===== config.mk =====
export PLATFORM = sky130hd
export DESIGN_NAME = fphub_adder_pipe
export DESIGN_NICKNAME = d
export VERILOG_FILES = /design/src/rtl/fphub_adder_pipe.sv
export SDC_FILE = /design/constraint.sdc
export NUM_CORES = 1
export LEC_CHECK = 0
export CAP_MARGIN = 30
export CORE_UTILIZATION = 61
export DETAILED_ROUTE_END_ITERATION = 12
export PLACE_DENSITY = 0.91
export SYNTH_ARGS = -nofsm -noshare
export SYNTH_HDL_FRONTEND = slang
export SYNTH_SLANG_ARGS = --single-unit

===== constraint.sdc =====
create_clock -name clk -period 5.6 [get_ports clk]
set_input_delay 0.84 -clock clk [delete_from_list [all_inputs] [get_ports clk]]
set_output_delay 0.84 -clock clk [all_outputs]
set_load 0.005 [all_outputs]

===== src/rtl/fphub_adder_pipe.sv =====
// Three-stage pipelined HUB floating-point adder/subtractor with valid/ready handshake.
// S1 classifies/aligns, S2 adds and counts leading zeros, S3 normalises and packs.
module fphub_adder_pipe #(
    parameter int unsigned M = 23,
    parameter int unsigned E = 8
) (
    input  logic         clk,
    input  logic         rst_n,
    input  logic         in_valid,
    output logic         in_ready,
    input  logic [E+M:0] x,
    input  logic [E+M:0] y,
    input  logic         op_sub,
    output logic         out_valid,
    input  logic         out_ready,
    output logic [E+M:0] z,
    output logic [2:0]   flags
);
    localparam int unsigned W  = E + M + 1;
    localparam int unsigned MW = M + 3;
    localparam int unsigned LW = $clog2(MW);
    localparam int unsigned CW = ((E > LW) ? E : LW) + 1;

    logic          adv;

    // Stage 1 registers
    logic          v1_q, v1_d, spec1_q, spec1_d, sub1_q, sub1_d, sz1_q, sz1_d;
    logic [W-1:0]  spz1_q, spz1_d;
    logic [2:0]    spf1_q, spf1_d;
    logic [E-1:0]  ez1_q, ez1_d;
    logic [MW-1:0] maj1_q, maj1_d, min1_q, min1_d;

    // Stage 2 registers
    logic          v2_q, v2_d, spec2_q, spec2_d, sub2_q, sub2_d, sz2_q, sz2_d;
    logic [W-1:0]  spz2_q, spz2_d;
    logic [2:0]    spf2_q, spf2_d;
    logic [E-1:0]  ez2_q, ez2_d;
    logic [MW-1:0] res2_q, res2_d;
    logic [LW-1:0] lz2_q, lz2_d;

    // Stage 3 (output) registers
    logic          v3_q, v3_d;
    logic [W-1:0]  z_q, z_d;
    logic [2:0]    flags_q, flags_d;

    // Combinational intermediates
    logic          sx, sy, x_zero, y_zero, x_max, y_max, x_major;
    logic [E-1:0]  ex, ey, shamt, e_inc;
    logic [M-1:0]  mx, my;
    logic [MW-1:0] maj_ext, min_ext, res;
    logic [LW-1:0] lz;
    logic [W-1:0]  z_n;
    logic [2:0]    f_n;

    assign adv       = ~v3_q | out_ready;
    assign in_ready  = adv;
    assign out_valid = v3_q;
    assign z         = z_q;
    assign flags     = flags_q;

    always_comb begin
        sx      = x[W-1];
        sy      = y[W-1] ^ op_sub;
        ex      = x[W-2:M];
        ey      = y[W-2:M];
        mx      = x[M-1:0];
        my      = y[M-1:0];
        x_zero  = (ex == '0);
        y_zero  = (ey == '0);
        x_max   = (ex == '1);
        y_max   = (ey == '1);
        x_major = ({ex, mx} >= {ey, my});
        maj_ext = x_major ? {1'b0, 1'b1, mx, 1'b1} : {1'b0, 1'b1, my, 1'b1};
        min_ext = x_major ? {1'b0, 1'b1, my, 1'b1} : {1'b0, 1'b1, mx, 1'b1};
        shamt   = x_major ? (ex - ey) : (ey - ex);

        v1_d    = v1_q;
        spec1_d = spec1_q;
        spz1_d  = spz1_q;
        spf1_d  = spf1_q;
        sub1_d  = sub1_q;
        sz1_d   = sz1_q;
        ez1_d   = ez1_q;
        maj1_d  = maj1_q;
        min1_d  = min1_q;
        if (adv) begin
            v1_d    = in_valid;
            spec1_d = x_zero | y_zero | x_max | y_max;
            if (x_max | y_max) begin
                spz1_d = {(x_max ? sx : sy), {(W-1){1'b1}}};
                spf1_d = 3'b101;
            end else if (x_zero & y_zero) begin
                spz1_d = '0;
                spf1_d = 3'b001;
            end else if (x_zero) begin
                spz1_d = {sy, y[W-2:0]};
                spf1_d = 3'b001;
            end else if (y_zero) begin
                spz1_d = x;
                spf1_d = 3'b001;
            end else begin
                spz1_d = '0;
                spf1_d = 3'b000;
            end
            sub1_d = sx ^ sy;
            sz1_d  = x_major ? sx : sy;
            ez1_d  = x_major ? ex : ey;
            maj1_d = maj_ext;
            min1_d = (32'(shamt) >= MW) ? '0 : (min_ext >> shamt);
        end
    end

    // Effective subtraction always takes major - minor, so res[M+2] is 0 there
    // and the leading-zero count only needs to span res[M+1:0].
    always_comb begin
        res = sub1_q ? (maj1_q - min1_q) : (maj1_q + min1_q);
        lz  = '0;
        for (int unsigned i = 0; i < M + 2; i++) begin
            if (res[i]) lz = LW'(M + 1 - i);
        end

        v2_d    = v2_q;
        spec2_d = spec2_q;
        spz2_d  = spz2_q;
        spf2_d  = spf2_q;
        sub2_d  = sub2_q;
        sz2_d   = sz2_q;
        ez2_d   = ez2_q;
        res2_d  = res2_q;
        lz2_d   = lz2_q;
        if (adv) begin
            v2_d    = v1_q;
            spec2_d = spec1_q;
            spz2_d  = spz1_q;
            spf2_d  = spf1_q;
            sub2_d  = sub1_q;
            sz2_d   = sz1_q;
            ez2_d   = ez1_q;
            res2_d  = res;
            lz2_d   = lz;
        end
    end

    always_comb begin
        e_inc = ez2_q + 1'b1;
        z_n   = '0;
        f_n   = 3'b000;
        if (spec2_q) begin
            z_n = spz2_q;
            f_n = spf2_q;
        end else if (sub2_q) begin
            if (res2_q == '0) begin
                z_n = '0;
            end else if (CW'(ez2_q) <= CW'(lz2_q)) begin
                z_n = '0;
                f_n = 3'b010;
            end else begin
                z_n = {sz2_q, ez2_q - E'(lz2_q), M'((res2_q << lz2_q) >> 1)};
            end
        end else if (res2_q[M+2]) begin
            if (e_inc == '1) begin
                z_n = {sz2_q, {(W-1){1'b1}}};
                f_n = 3'b100;
            end else begin
                z_n = {sz2_q, e_inc, M'(res2_q >> 2)};
            end
        end else begin
            z_n = {sz2_q, ez2_q, M'(res2_q >> 1)};
        end

        v3_d    = v3_q;
        z_d     = z_q;
        flags_d = flags_q;
        if (adv) begin
            v3_d = v2_q;
            if (v2_q) begin
                z_d     = z_n;
                flags_d = f_n;
            end
        end
    end

    always_ff @(posedge clk or negedge rst_n) begin
        if (!rst_n) begin
            v1_q    <= 1'b0;
            spec1_q <= 1'b0;
            spz1_q  <= '0;
            spf1_q  <= '0;
            sub1_q  <= 1'b0;
            sz1_q   <= 1'b0;
            ez1_q   <= '0;
            maj1_q  <= '0;
            min1_q  <= '0;
            v2_q    <= 1'b0;
            spec2_q <= 1'b0;
            spz2_q  <= '0;
            spf2_q  <= '0;
            sub2_q  <= 1'b0;
            sz2_q   <= 1'b0;
            ez2_q   <= '0;
            res2_q  <= '0;
            lz2_q   <= '0;
            v3_q    <= 1'b0;
            z_q     <= '0;
            flags_q <= '0;
        end else begin
            v1_q    <= v1_d;
            spec1_q <= spec1_d;
            spz1_q  <= spz1_d;
            spf1_q  <= spf1_d;
            sub1_q  <= sub1_d;
            sz1_q   <= sz1_d;
            ez1_q   <= ez1_d;
            maj1_q  <= maj1_d;
            min1_q  <= min1_d;
            v2_q    <= v2_d;
            spec2_q <= spec2_d;
            spz2_q  <= spz2_d;
            spf2_q  <= spf2_d;
            sub2_q  <= sub2_d;
            sz2_q   <= sz2_d;
            ez2_q   <= ez2_d;
            res2_q  <= res2_d;
            lz2_q   <= lz2_d;
            v3_q    <= v3_d;
            z_q     <= z_d;
            flags_q <= flags_d;
        end
    end

endmodule


# Word-level counts from Yosys, hierarchy flattened
# Index checks and enable logic that the tools add are counted.
[classes] add_sub_neg=6 n_lt_le_gt_ge=3 eq_ne=3 shift=2 muxes=53 bitwise=9 n_reduce_logical=4
[op_table] operator="32-bit two-way mux" count=8
[op_table] operator="5-bit two-way mux" count=25
[op_table] operator="31-bit two-way mux" count=2
[op_table] operator="26-bit two-way mux" count=2
[op_table] operator="24-bit two-way mux" count=2
[op_table] operator="31-bit greater-or-equal comparator" count=1
[op_table] operator="26-bit adder" count=1
[op_table] operator="26-bit zero test" count=1
[op_table] operator="26-bit by 5-bit << shifter with 24-bit output" count=1
[op_table] operator="25-bit by 8-bit >> shifter with 26-bit output" count=1
[op_table] operator="26-bit subtractor" count=1
[op_table] operator="8-bit == test (second input constant)" count=3
[op_table] operator="8-bit zero test" count=2
[op_table] operator="8-bit two-way mux" count=2
[op_table] operator="8-bit subtractor" count=2
[op_table] operator="3-bit two-way mux" count=5
[op_table] operator="8-bit by 1-bit adder with 8-bit output (second input constant)" count=1
[op_table] operator="8-bit by 5-bit greater-or-equal comparator with 1-bit output (second input constant)" count=1
[op_table] operator="8-bit by 5-bit <= comparator with 1-bit output" count=1
[op_table] operator="8-bit by 5-bit subtractor with 8-bit output" count=1
[op_table] operator="1-bit two-way mux" count=5
[op_table] operator="1-bit bitwise OR" count=5
[op_table] operator="2-bit two-way mux" count=2
[op_table] operator="2-bit AND reduction" count=1
[op_table] operator="3 further kinds" count=4
[word_totals] register_bits=213 out_inout_bits=37 word_cells=101

# Longest topological paths before layout
[depth] word_depth=27 ltp_mapped=19 mapped_depth_nobuf=19

# Worst setup path after synthesis
# No wires, ideal clock.
[synth_timing] path_kind="flip-flop to flip-flop" startpoint="register min1_q[5]" endpoint="register lz2_q[4]" arrival_time_ps=4205 required_ps=5499 setup_slack_ps=1294 stages_incl_launch_ff=16 synth_period_minus_slack_ps=4306 path_cell_list="dfrtp_1 > or4_1 > nor2_1 > nand2_1 > nor4_1 > nor2_1 > xnor2_1 > ha_1 > and3_1 > a221oi_1 > nand2_1 > o211ai_1 > nand3_1 > and2_1 > or4_1 > o32ai_1"
[synth_via] elab_chain_cells=22
[synth_lines] element="from (decl)" line="31" rtl="logic [MW-1:0] maj1_q, maj1_d, min1_q, min1_d;"
[synth_lines] element="from (signal assigned)" line="215" rtl="min1_q <= min1_d;"
[synth_lines] element="26-bit adder or 26-bit subtractor (tied branches)" line="116" rtl="res = sub1_q ? (maj1_q - min1_q) : (maj1_q + min1_q);"
[synth_lines] element="26-bit two-way mux (*)" line="116"
[synth_lines] element="5-bit two-way mux (19 in series)" line="119" rtl="if (res[i]) lz = LW'(M + 1 - i);"
[synth_lines] element="5-bit two-way mux (*)" line="119"
[synth_lines] element="to (signal assigned)" line="224" rtl="lz2_q <= lz2_d;"
[synth_lines] element="to (decl)" line="39" rtl="logic [LW-1:0] lz2_q, lz2_d;"
# Every way passes the cells marked *; elsewhere a longest branch is shown, timed or not.
# A chain may end at the register's enable or synchronous reset.

# Worst setup path in the final report
# Same ends and word-level chain as after synthesis.

==> summary.md <==
| Metric | Value |
|---|---|
| Drt pass-1 iters | `6` |
| Worst-Margin Slew | `985 ps` |
| Post-DP Area | `17400 µm²` |
| EDFF count, synth | `0` |
| TritonCTS clock tree | `yes` |
| Postcts setup bufs | `0` |
| DRT iter0 DRCs | `1914` |
| RSZ-0062 raised after global routing | `no` |
| Ratio of cells with drive above 1 in the final layout | `7.71%` |
| CP max FO | `9` |
| P_leak | `approximately 8 nW` |
| Hold_buf cts | `0` |
| Critical path launch point type | `flop` |
| Ys Warns | `0` |
| Ranking of synthesized cells by area | `dfrtp_1 32%, nand2_1 8.6%, ha_1 5.5%` |
| Fmax | `200 MHz` |
| ANT cells | `0` |
| Std cell rows | `59` |
| Crit path kind | `flop to flop` |
| DRC violations left | `0` |
| Port Buffers | `105` |
| Commonest non-fill, non-tap cell in the layout | `nand2_1` |
| Fin nets | `2216` |
| Cell Area, Synth | `16100 µm²` |
| Max-cap violations | `0` |
| Reg2Reg Setup Slack | `590 ps` |
| Initial Utilization | `62.0%` |
| Slew headroom | `34.3%` |
| Max-slew violation count | `0` |
| GRT Overall Usage | `38.2%` |
| Crit path required time | `6030 ps` |
| Filler Cells Inserted | `2053` |
| Yosys top cell by area | `dfrtp_1` |
| HP Class | `input port to asynchronous set/reset pin` |
| Yosys top cell area share | `32.3%` |
| Sum Neg Setup Slack | `0 ps` |
| Vias in the first global route | `14800` |
| Initial antenna violation count | `0` |
| Period utilization | `89.5%` |
| Fin. Hold Viols | `0` |
| Most frequent cells in the layout | `368 x nand2_1, 226 x nor2_1, 207 x dfrtp_1, 115 x o21ai_0, 106 x a21oi_1` |
| Post-Syn Nets | `~2200` |
| DR vias/cell | `6.67` |
| Post-synthesis async set-or-reset flop share | `100%` |
| H-tree levels | `1` |
| Area growth syn-to-layout | `13.3%` |
| Remaining antenna violation count | `0` |
| Post_cts resized | `0` |
| Design area | `18300 µm²` |
| Global placement routability congestion | `about 1.0` |
| Status | `complete, no violations` |
| Clock skew | `approximately 9 ps` |
| Avg Synthesized Cell Area | `7.95 µm²` |
| Worst setup EP type | `flop` |
| Core footprint | `26000 µm²` |
| Post-synthesis register bit count | `208` |
| Worst-Skew Late Latency | `between 500 and 600 ps` |
| Post-synth cell types | `87` |
| Wire length of the first global-routing pass | `80400 µm` |
| Worst-path clk slew | `60 ps` |
| Gate Count Post-Synth | `2028` |
| Final setup violation count | `0` |
| FF-to-FF End | `lz2_q[4]$_DFFE_PN0N_` |
| Die area | `27100 µm²` |
| Worst reg2reg path startpoint | `min1_q[5]$_DFFE_PN0N_` |
| Final min period | `5010 ps` |
| Pin count of the biggest net entering global routing | `129` |
| R2R cell count | `17` |
| Max VDD drop | `about 0.56 mV` |
| Cell Pwr Density | `527 nW/µm²` |
| Via count | `~16000` |
| Hpwl dp | `38300 µm` |
| Clock Root Buffer | `clkbuf_16` |
| CP arrival | `between 5000 and 6000 ps` |
| Synth Flop Type | `dfrtp_1` |
| Die height | `165 µm` |
| Total CTS buffers | `23` |
| GRT overflow | `0` |
| # clock sinks | `208` |
| Ports | `106` |
| WL/cell | `~21 µm` |
| DRT Wirelength | `a little over 50000 µm` |
| Die Wd | `165 µm` |
| Max Root-Sink Buffers | `3` |
| Sequential share of the synthesized area | `32.3%` |
registers in the layout, summed over array words and instances, names as in the netlist, 2 cells and up:
name    cells
spz2_q     32
z          32
spz1_q     32
flags       3
ez1_q       8
min1_q     25
spf1_q      2
ez2_q       8
maj1_q     24
res2_q     26
lz2_q       5
spf2_q      2
layer usage:
metal	up-vias	GRT usage (%)	share of wire, %
li1	7407	-	-
met4	0	17.4	4.8
met2	882	61.2	46
met5	-	0	0
met1	7711	51.1	41
met3	159	5.50	8.4
stage by stage:
| stage | hold slack [ps] | utilization, % | cells | power (mW) | setup WS [ps] |
|---|---|---|---|---|---|
| floorplan | 438 | - | 2028 | 6.26 | 1290 |
| global placement | 452 | 67.1 | 2379 | 7.72 | 346 |
| detailed placement | 459 | 67.1 | 2380 | 7.89 | 313 |
| CTS | 473 | 70.1 | 2422 | 9.49 | 690 |
| global route | 265 | 70.3 | 2424 | 10.3 | 263 |
| finish | 245 | 70.3 | 2424 | 9.62 | 590 |
critical path: stages, from the launching register on:
cell       delay [ps]
dfrtp_1           430
or4_1             580
nor2_1            110
nand2_1            70
nor4_1            380
and2_1            280
a21oi_1           110
xnor2_1           140
ha_1              390
a21oi_1           280
nand2_1            80
a21o_1            150
and2_1            170
a21oi_1           310
a2111oi_0         170
a311oi_1          650
nand3_1           270
o32ai_1           330
area by class of cell:
class                      instances  area, µm²  area share [%]
tap                              335        419            2.30
multi-input combinational       1605      10100            55.3
clock buffer                      31        676            3.70
timing repair buffer             155       1460            8.00
sequential                       208       5210            28.5
clock inverter                    11        108           0.589
inverter                          79        302            1.65
where the power goes:
group	leakage, nW	switching [mW]	internal [mW]
Clock	0.387	0.631	0.901
Combinational	5.06	3.27	2.24
Sequential	2.62	0.585	2.00
synth_stat cells, types with 30 or more instances:
master    instances
a21oi_1         106
nand3_1          31
nor3_1           30
a31oi_1          70
a22oi_1          30
nand2_1         369
o21ai_0         115
xnor2_1          40
o22ai_1          35
inv_1            76
ha_1             71
nor2_1          227
dfrtp_1         208
mux2i_1          88
clkbuf_1         99
logic make-up (layout without fill, tap and decap cells):
logic type	Yosys count	after routing	synth area share, %
and+or+nand+nor	818	818	22.8
adders and majority gates	75	75	6.01
AOI/OAI and AO/OA	539	539	22.1
DFF	208	208	32.3
xor gates and xnor gates	54	54	2.93
muxes	119	119	8.68
buffers and inverters	215	276	5.23
worst max-delay path by stage:
| stage | start | end | depth (start not counted) |
|---|---|---|---|
| after detailed placement | y[19] | min1_q[3]$_DFFE_PN0N_ | 13 |
| after CTS | min1_q[5]$_DFFE_PN0N_ | lz2_q[4]$_DFFE_PN0N_ | 17 |
| after global placement | y[21] | min1_q[3]$_DFFE_PN0N_ | 13 |
| final | min1_q[5]$_DFFE_PN0N_ | lz2_q[4]$_DFFE_PN0N_ | 17 |
| after floorplan | min1_q[5]$_DFFE_PN0N_ | lz2_q[4]$_DFFE_PN0N_ | 15 |
| after global routing | min1_q[5]$_DFFE_PN0N_ | lz2_q[4]$_DFFE_PN0N_ | 17 |
Power figures use the tool's default switching activity.
